`src/rtl/window_score_pkg.sv`:
```
// Shared defaults and FSM state type for the window_score slice.
package window_score_pkg;

  localparam int DW_DEF     = 10;
  localparam int N_DEF      = 8;
  localparam int AW_DEF     = 24;
  localparam int STRIDE_DEF = 1;

  typedef enum logic {
    FILL = 1'b0,
    RUN  = 1'b1
  } state_e;

  // Counter width able to hold 0..n-1; never narrower than one bit.
  function automatic int cnt_w(input int n);
    return (n > 1) ? $clog2(n) : 1;
  endfunction

endpackage

```
`src/rtl/window_dot_tree.sv`:
```
// Two-stage N-way signed dot product: registered products, registered sum.
// WINDOW_SCORE_RELU_EN clamps negative sums to zero before the sum register.
module window_dot_tree
  import window_score_pkg::*;
#(
  parameter int DW = DW_DEF,
  parameter int N  = N_DEF,
  parameter int AW = AW_DEF
) (
  input  logic                 clk,
  input  logic                 rst,
  input  logic                 prod_en,
  input  logic                 sum_en,
  input  logic [N*DW-1:0]      win_in,
  input  logic [N*DW-1:0]      w_flat,
  output logic signed [AW-1:0] sum
);

  logic signed [2*DW-1:0] prod_q [N];
  logic signed [AW-1:0]   acc;
  logic signed [AW-1:0]   sum_d;

  // NOTE: product registers carry data only and are qualified by a separate
  // valid, so they are left unreset; this keeps them as plain flops.
  always_ff @(posedge clk) begin
    if (prod_en) begin
      for (int i = 0; i < N; i++) begin
        prod_q[i] <= (2*DW)'(signed'(win_in[i*DW +: DW])) *
                     (2*DW)'(signed'(w_flat[i*DW +: DW]));
      end
    end
  end

  always_comb begin
    acc = '0;
    for (int i = 0; i < N; i++) begin
      acc = acc + {{(AW-2*DW){prod_q[i][2*DW-1]}}, prod_q[i]};
    end
`ifdef WINDOW_SCORE_RELU_EN
    sum_d = acc[AW-1] ? '0 : acc;
`else
    sum_d = acc;
`endif
  end

  always_ff @(posedge clk or negedge rst) begin
    if (!rst) sum <= '0;
    else if (sum_en) sum <= sum_d;
  end

endmodule

```
`src/rtl/window_score.sv`:
```
// Strided dot-product scorer over a sliding window with a held output register.
// Optional WINDOW_SCORE_RELU_EN clamps negative scores to zero.
module window_score
  import window_score_pkg::*;
#(
  parameter int DW     = DW_DEF,
  parameter int N      = N_DEF,
  parameter int STRIDE = STRIDE_DEF,
  parameter int AW     = AW_DEF
) (
  input  logic                  clk,
  input  logic                  rst,
  input  logic [N*DW-1:0]       win_in,
  input  logic                  win_valid,
  input  logic                  flush,
  input  logic                  w_wr,
  input  logic [$clog2(N)-1:0]  w_addr,
  input  logic [DW-1:0]         w_data,
  output logic signed [AW-1:0]  score,
  output logic                  score_valid,
  input  logic                  score_ready,
  output logic                  ovf,
  input  logic                  ovf_clr
);

  localparam int CW = cnt_w(N);

  state_e          state;
  logic [CW-1:0]   fill_cnt;
  logic [CW-1:0]   stride_cnt;
  logic [DW-1:0]   w_q [N];
  logic [N*DW-1:0] w_flat;
  logic            launch;
  logic            prod_v;
  logic            load;
  logic            drop;

  // NOTE: every always_comb output gets a default first so no path leaves it
  // unassigned, which would infer a latch.
  always_comb begin
    launch = 1'b0;
    if (win_valid && !flush) begin
      launch = (state == FILL) ? (fill_cnt   == CW'(N-1))
                               : (stride_cnt == CW'(STRIDE-1));
    end
  end

  // NOTE: sequential state uses non-blocking assignments so all flops update
  // together at the edge regardless of statement order.
  always_ff @(posedge clk or negedge rst) begin
    if (!rst) begin
      state      <= FILL;
      fill_cnt   <= '0;
      stride_cnt <= '0;
    end else if (flush) begin
      state      <= FILL;
      fill_cnt   <= '0;
      stride_cnt <= '0;
    end else if (win_valid) begin
      case (state)
        FILL: begin
          if (fill_cnt == CW'(N-1)) begin
            state      <= RUN;
            fill_cnt   <= '0;
            stride_cnt <= '0;
          end else begin
            fill_cnt <= fill_cnt + 1'b1;
          end
        end
        RUN: stride_cnt <= (stride_cnt == CW'(STRIDE-1)) ? '0 : stride_cnt + 1'b1;
        default: state <= FILL;
      endcase
    end
  end

  // Weights are written behind the launch: the products sample the old value.
  always_ff @(posedge clk or negedge rst) begin
    if (!rst) begin
      for (int i = 0; i < N; i++) w_q[i] <= '0;
    end else if (w_wr) begin
      w_q[w_addr] <= w_data;
    end
  end

  always_comb begin
    w_flat = '0;
    for (int i = 0; i < N; i++) w_flat[i*DW +: DW] = w_q[i];
  end

  // A stage-2 result either lands in the output register or is dropped.
  assign load = prod_v && !flush && (!score_valid || score_ready);
  assign drop = prod_v && !flush && score_valid && !score_ready;

  always_ff @(posedge clk or negedge rst) begin
    if (!rst) begin
      prod_v      <= 1'b0;
      score_valid <= 1'b0;
      ovf         <= 1'b0;
    end else begin
      prod_v <= launch;
      if (flush)            score_valid <= 1'b0;
      else if (load)        score_valid <= 1'b1;
      else if (score_ready) score_valid <= 1'b0;
      if (drop)         ovf <= 1'b1;
      else if (ovf_clr) ovf <= 1'b0;
    end
  end

  window_dot_tree #(
    .DW (DW),
    .N  (N),
    .AW (AW)
  ) u_dot (
    .clk     (clk),
    .rst     (rst),
    .prod_en (launch),
    .sum_en  (load),
    .win_in  (win_in),
    .w_flat  (w_flat),
    .sum     (score)
  );

endmodule
```
`config.mk`:
```
export PLATFORM = sky130hd
export DESIGN_NAME = window_score
export DESIGN_NICKNAME = d
export VERILOG_FILES = /design/src/rtl/window_score_pkg.sv /design/src/rtl/window_dot_tree.sv /design/src/rtl/window_score.sv
export SDC_FILE = /design/constraint.sdc
export NUM_CORES = 2
export LEC_CHECK = 0
export ABC_AREA = 0
export CORE_MARGIN = 3
export CORE_UTILIZATION = 40
export DETAILED_ROUTE_END_ITERATION = 16
export GPL_TIMING_DRIVEN = 0
export PLACE_DENSITY_LB_ADDON = 0.2
export SETUP_SLACK_MARGIN = 0.15
export SYNTH_ARGS = -nofsm -noshare
export SYNTH_HDL_FRONTEND = slang
export SYNTH_HIERARCHICAL = 1
export SYNTH_SLANG_ARGS = --single-unit
```
`constraint.sdc`:
```
create_clock -name clk -period 5.42 [get_ports clk]
set_input_delay 0.542 -clock clk [delete_from_list [all_inputs] [get_ports clk]]
set_output_delay 0.542 -clock clk [all_outputs]
set_load 0.05 [all_outputs]
```
* Word-level counts from Yosys, hierarchy flattened
Memories as Yosys holds them, arrays and structs flattened.
Index checks and enable logic that the tools add are counted.
** Word-level totals
- Flip-flop bits (word level) :: 114
- Latch bits :: 0
- Input bits :: 100
- ROM bits :: 0
- Memories :: 1
- Word-level logic and storage cells :: 81
- RAM bits :: 160
** Cells by class
- Divide/modulo/power cells :: 0
- Magnitude comparators :: 2
- Multipliers :: 8
- Shift operators :: 0
- Reduce and logical (&&, ||, !) cells :: 16
- Bitwise gates (word level) :: 2
- Mux-type cells :: 25
- Equal/unequal tests :: 3
- Add/subtract/negate cells :: 9
** Memories
- u_dot.prod_q :: depth 8, bits a word 20, read ports 8, clocked after memory_dff 0, wr ports 8, line window_dot_tree.sv:19 : logic signed [2*DW-1:0] prod_q [N];
** Operators with widths (count)
- multiplier 10 x 10 -> 20 bit :: 8
- adder 24 bit :: 6
- bitwise mux 80 bit :: 1
- demux 10 bit (select 3 bit) :: 1
- 2-to-1 mux 3 bit :: 8
- adder 20 x 20 -> 21 bit :: 1
- 2-to-1 mux 1 bit :: 13
- 2-to-1 mux 10 bit :: 1
- adder 3 x 1 -> 3 bit (second input constant) :: 2
- logical AND 1 bit :: 6
- case mux 3 bit (2 select lines) :: 1
- greater-or-equal comparator 4 bit (second input constant) :: 1
- less-than comparator 4 x 1 -> 1 bit (second input constant) :: 1
- inverter 3 -> 4 bit :: 1
- AND reduction 2 bit :: 2
- nonzero test 2 bit :: 2
- equality test 3 bit (second input constant) :: 1
- logical NOT 1 bit :: 3
- logical NOT 3 bit :: 1
- != test 3 x 2 -> 1 bit (second input constant) :: 1
- nonzero test 3 bit :: 1
- != test 2 bit (second input constant) :: 1
- logical OR 1 bit :: 1
- inverter 1 bit :: 1

* Logic depth before layout (Yosys ltp)
- Word-level depth :: 7
- Depth in mapped cells :: 21
- Mapped depth without buffers :: 20

* Modules after synthesis
The synthesis kept the hierarchy.
** By module, submodules not included
- window_dot_tree :: area each 41558.6 um2, instances 1, cells an instance 4362
- window_score :: area each 3553.4 um2, instances 1, cells an instance 230

* Worst setup path before layout
OpenSTA, ideal clock, no wires.
- Path type :: input-to-reg
- From :: in win_in[49]
- To :: mem u_dot/prod_q[4][19] in the netlist's numbering, data pin
- Setup time :: 0.265 ns
- Data required time :: 5.155 ns
- Data arrival time :: 5.261 ns
- Path slack :: -0.106 ns
- Cell stages on the path :: 18
- Cells stage by stage :: clkbuf_1 > nand2_1 > fa_1 > inv_1 > fa_1 > fa_1 > fa_1 > inv_1 > fa_1 > inv_1 > ha_1 > a2111oi_0 > o21ai_0 > a31o_2 > a21oi_1 > o21ai_0 > a221oi_1 > xnor2_1
** RTL lines
- start, declared :: line window_score.sv:13 : input logic [N*DW-1:0] win_in,
- end, declared :: line window_dot_tree.sv:19

==> metrics.md <==
| Metric | Value |
|---|---|
| Die height | `342 um` |
| Initial antenna violation count | `7` |
| Hold Fails Final Rpt | `0` |
| Crit-path cells | `clkbuf_8 -> and2_4 -> fa_1 -> inv_2 -> fa_1 -> inv_1 -> fa_1 -> fa_1 -> inv_1 -> fa_1 -> inv_2 -> ha_4 -> o41ai_4 -> o22ai_2 -> o41a_1 -> a221o_1 -> a21oi_2 -> xnor2_2` |
| Site Rows | `122` |
| Sequential area share after synthesis | `17.0%` |
| Syn nets | `5964` |
| Grt total ovfl | `0` |
| Failing checks | `antenna rules` |
| Core footprint | `111000 um2` |
| Total CTS buffers | `36` |
| Ports | `126` |
| CTS clk-pin slew, worst paths | `0.06 ns` |
| DRC Markers | `0` |
| Final min period | `5.40 ns` |
| Worst-Skew Late Latency | `0.57 ns` |
| Die Width | `342 um` |
| Critical Path Slowest Stage Cell | `fa_1` |
| Max_slew headroom | `11.9%` |
| Clock sink total | `274` |
| Post-DP HPWL | `88200 um` |
| Die area | `117000 um2` |
| Fraction of layout cells with a size suffix above 1 | `12.0%` |
| Average size of a mapped cell | `9.82 um2` |
| GRT busiest layer | `met2` |
| Status | `finished, violations left` |
| IO buf count | `50` |
| Max-slew violations | `0` |
| Hold WC Path Type | `input pin to flop` |
| ANT nets after route | `1` |
| Kind of critical path | `flop to flop` |
| Top FF cell, synth | `edfxtp_1` |
| Met2 Resource Use GR | `32.9%` |
| Cell Count, Final, Fillers Out | `6296` |
| DR pass1 iterations | `6` |
| Largest net degree at the start of global routing | `81` |
| Worst Setup Start Kind | `flop` |
| Initial Util | `40.5%` |
| Met1 usage | `26.4%` |
| Max-cap violations | `0` |
| Arrival @ worst endpoint | `5.69 ns` |
| Final Wtd Congestion | `0.864` |
| Area leader, netlist | `fa_1` |
| CP peak stage delay | `0.54 ns` |
| Final Cycle Share | `99.7%` |
| Max Freq | `0.185 GHz` |
| Post-synth top area share | `37.8%` |
| DRT Wirelength | `107000 um` |
| WL per Instance | `17.1 um` |
| Clk_skew | `0.0290 ns` |
| Drt via density | `4.76` |
| Root buf cell | `clkbuf_16` |
| Synth Register Bits | `274` |
| Worst-margin pin slew | `1.32 ns` |
| Placed insts | `6133` |
| Cells after synthesis | `4592` |
| Worst Path Buf+Inv | `5` |
| Mapped cell area | `45100 um2` |
| Area grow syn2layout | `13.9%` |
| Asr flop ratio synth | `41.6%` |
| Number of synthesized flops with an enable pin | `160` |
| Crit. End Element | `flop` |
| Met3 usage | `2.16%` |
| Via count | `30000` |
| Most used cell, CP | `fa_1` |
| Required time worst endpoint | `5.71 ns` |
| Clk buf depth | `3` |
| GRT Total Usage | `19.1%` |
| Cell with the most instances after synthesis | `inv_1` |
| Nets | `6145` |
| TritonCTS clock tree | `done` |
| Setup Viol. Count Final | `0` |
| YS warnings | `6` |
| Post-synth top cells | `inv_1 (1262), fa_1 (852), nand2_1 (475)` |
| Vias in the first global route | `31700` |
| Unrepaired setup endpoints after global routing | `true` |
| Post-synth cell types | `67` |
| Drt initial violations | `1311` |
| Crit Path Max Fanout | `4` |
| H-tree depth | `2` |
| First-pass GRT wire length | `176000 um` |
| Cell types occupying the most area after synthesis | `fa_1 (38%), ha_1 (12%), edfxtp_1 (11%), inv_1 (11%), dfrtp_1 (6.3%)` |
| Largest delay share family, worst path | `adder cells` |
[metrics by stage]
step	hold slack, ns	utilization (%)	worst slack, ns	setup TNS (ns)	instance area (um2)
after global routing	0.396	46.1	-0.146	-0.227	51400
after CTS	0.339	45.2	-0.0467	-0.0467	50300
after floorplan	0.246	-	0.150	0	45300
after detailed placement	0.479	42.9	-0.821	-20.61	47800
after global placement	0.473	42.9	-1.82	-499.43	47700
final	0.362	46.2	0.0178	0	51400
[layout by cell type, fill, tap and decap left out, types with 23 or more instances in the layout]
| cell | Yosys | routed |
|---|---|---|
| xnor2_1 | 168 | 156 |
| xor2_1 | 29 | 29 |
| mux2_2 | 96 | 96 |
| inv_1 | 1262 | 1224 |
| nor2_1 | 128 | 126 |
| nand2b_1 | 36 | 36 |
| clkbuf_1 | 125 | 53 |
| a21oi_1 | 92 | 68 |
| dfrtp_1 | 114 | 100 |
| o21ai_0 | 70 | 44 |
| nand2_1 | 475 | 457 |
| buf_4 | 2 | 75 |
| clkbuf_16 | 0 | 39 |
| fa_1 | 852 | 836 |
| edfxtp_1 | 160 | 160 |
| clkdlybuf4s50_1 | 0 | 41 |
| a21o_1 | 40 | 40 |
| buf_6 | 0 | 23 |
| inv_2 | 0 | 37 |
| and2_1 | 291 | 279 |
| ha_4 | 0 | 32 |
| ha_1 | 420 | 385 |
[worst paths after layout]
kind | start | to | slack [ns] | cells after the start
max | w_flat[74] | u_dot/prod_q[7][19] | 0.02 | 18
min reg2reg | prod_v | score_valid | 0.51 | 2
min in group asynchronous | rst | w_flat[52] | 0.45 | 2
max reg2reg | w_flat[74] | u_dot/prod_q[7][19] | 0.02 | 18
min | flush | score_valid | 0.36 | 2
max in group asynchronous | rst | w_flat[29] | 4.09 | 3
[kinds of logic (layout without fill, tap and decap cells)]
group	Yosys count	in the layout	synth area share, %
xor+xnor	197	197	3.82
buf+inv	1403	1612	11.7
other cells	0	7	0
fa+ha+maj	1272	1272	49.5
simple gates	1019	1019	10.9
mux	100	100	2.49
compound gates	327	327	4.67
flops	274	274	17.0
[layer usage]
metal	part of all wire, %	routed length [um]
met1	45	48800
met2	49	52700
met3	3.5	3790
met4	2.0	2100
met5	0	0
[state kept, by name (all words and copies together), names as in the netlist, 3 cells and up]
signal / flops
w_flat: 80
stride_cnt: 3
u_dot/prod_q: 160
fill_cnt: 3
u_dot/sum: 24
[area by class of cell]
cell class	count	area, um2
plain buffers	134	1040
well taps	1488	1860
clock inverters	22	365
flip-flops and latches	274	7670
multi-input cells	2915	33300
repair buffers	143	1350
diodes	7	17.5
inverters	1269	4790
fillers	10600	59900
clock buffers	44	972
[timing repair]
| item | 4_1_cts | 5_1_grt |
|---|---|---|
| buffers inserted | 39 | 45 |
| hold endpoints to repair | 34 | 0 |
| pin swaps | 73 | 127 |
| setup endpoints to repair | 49 | 43 |
| gates resized for setup | 233 | 233 |
| cloned | 2 | 3 |
| hold buffers | 1 | 0 |
Power is left out: the tool's default activity adds up to more than one toggle a clock period on the data nets, which glitch-free logic cannot reach.
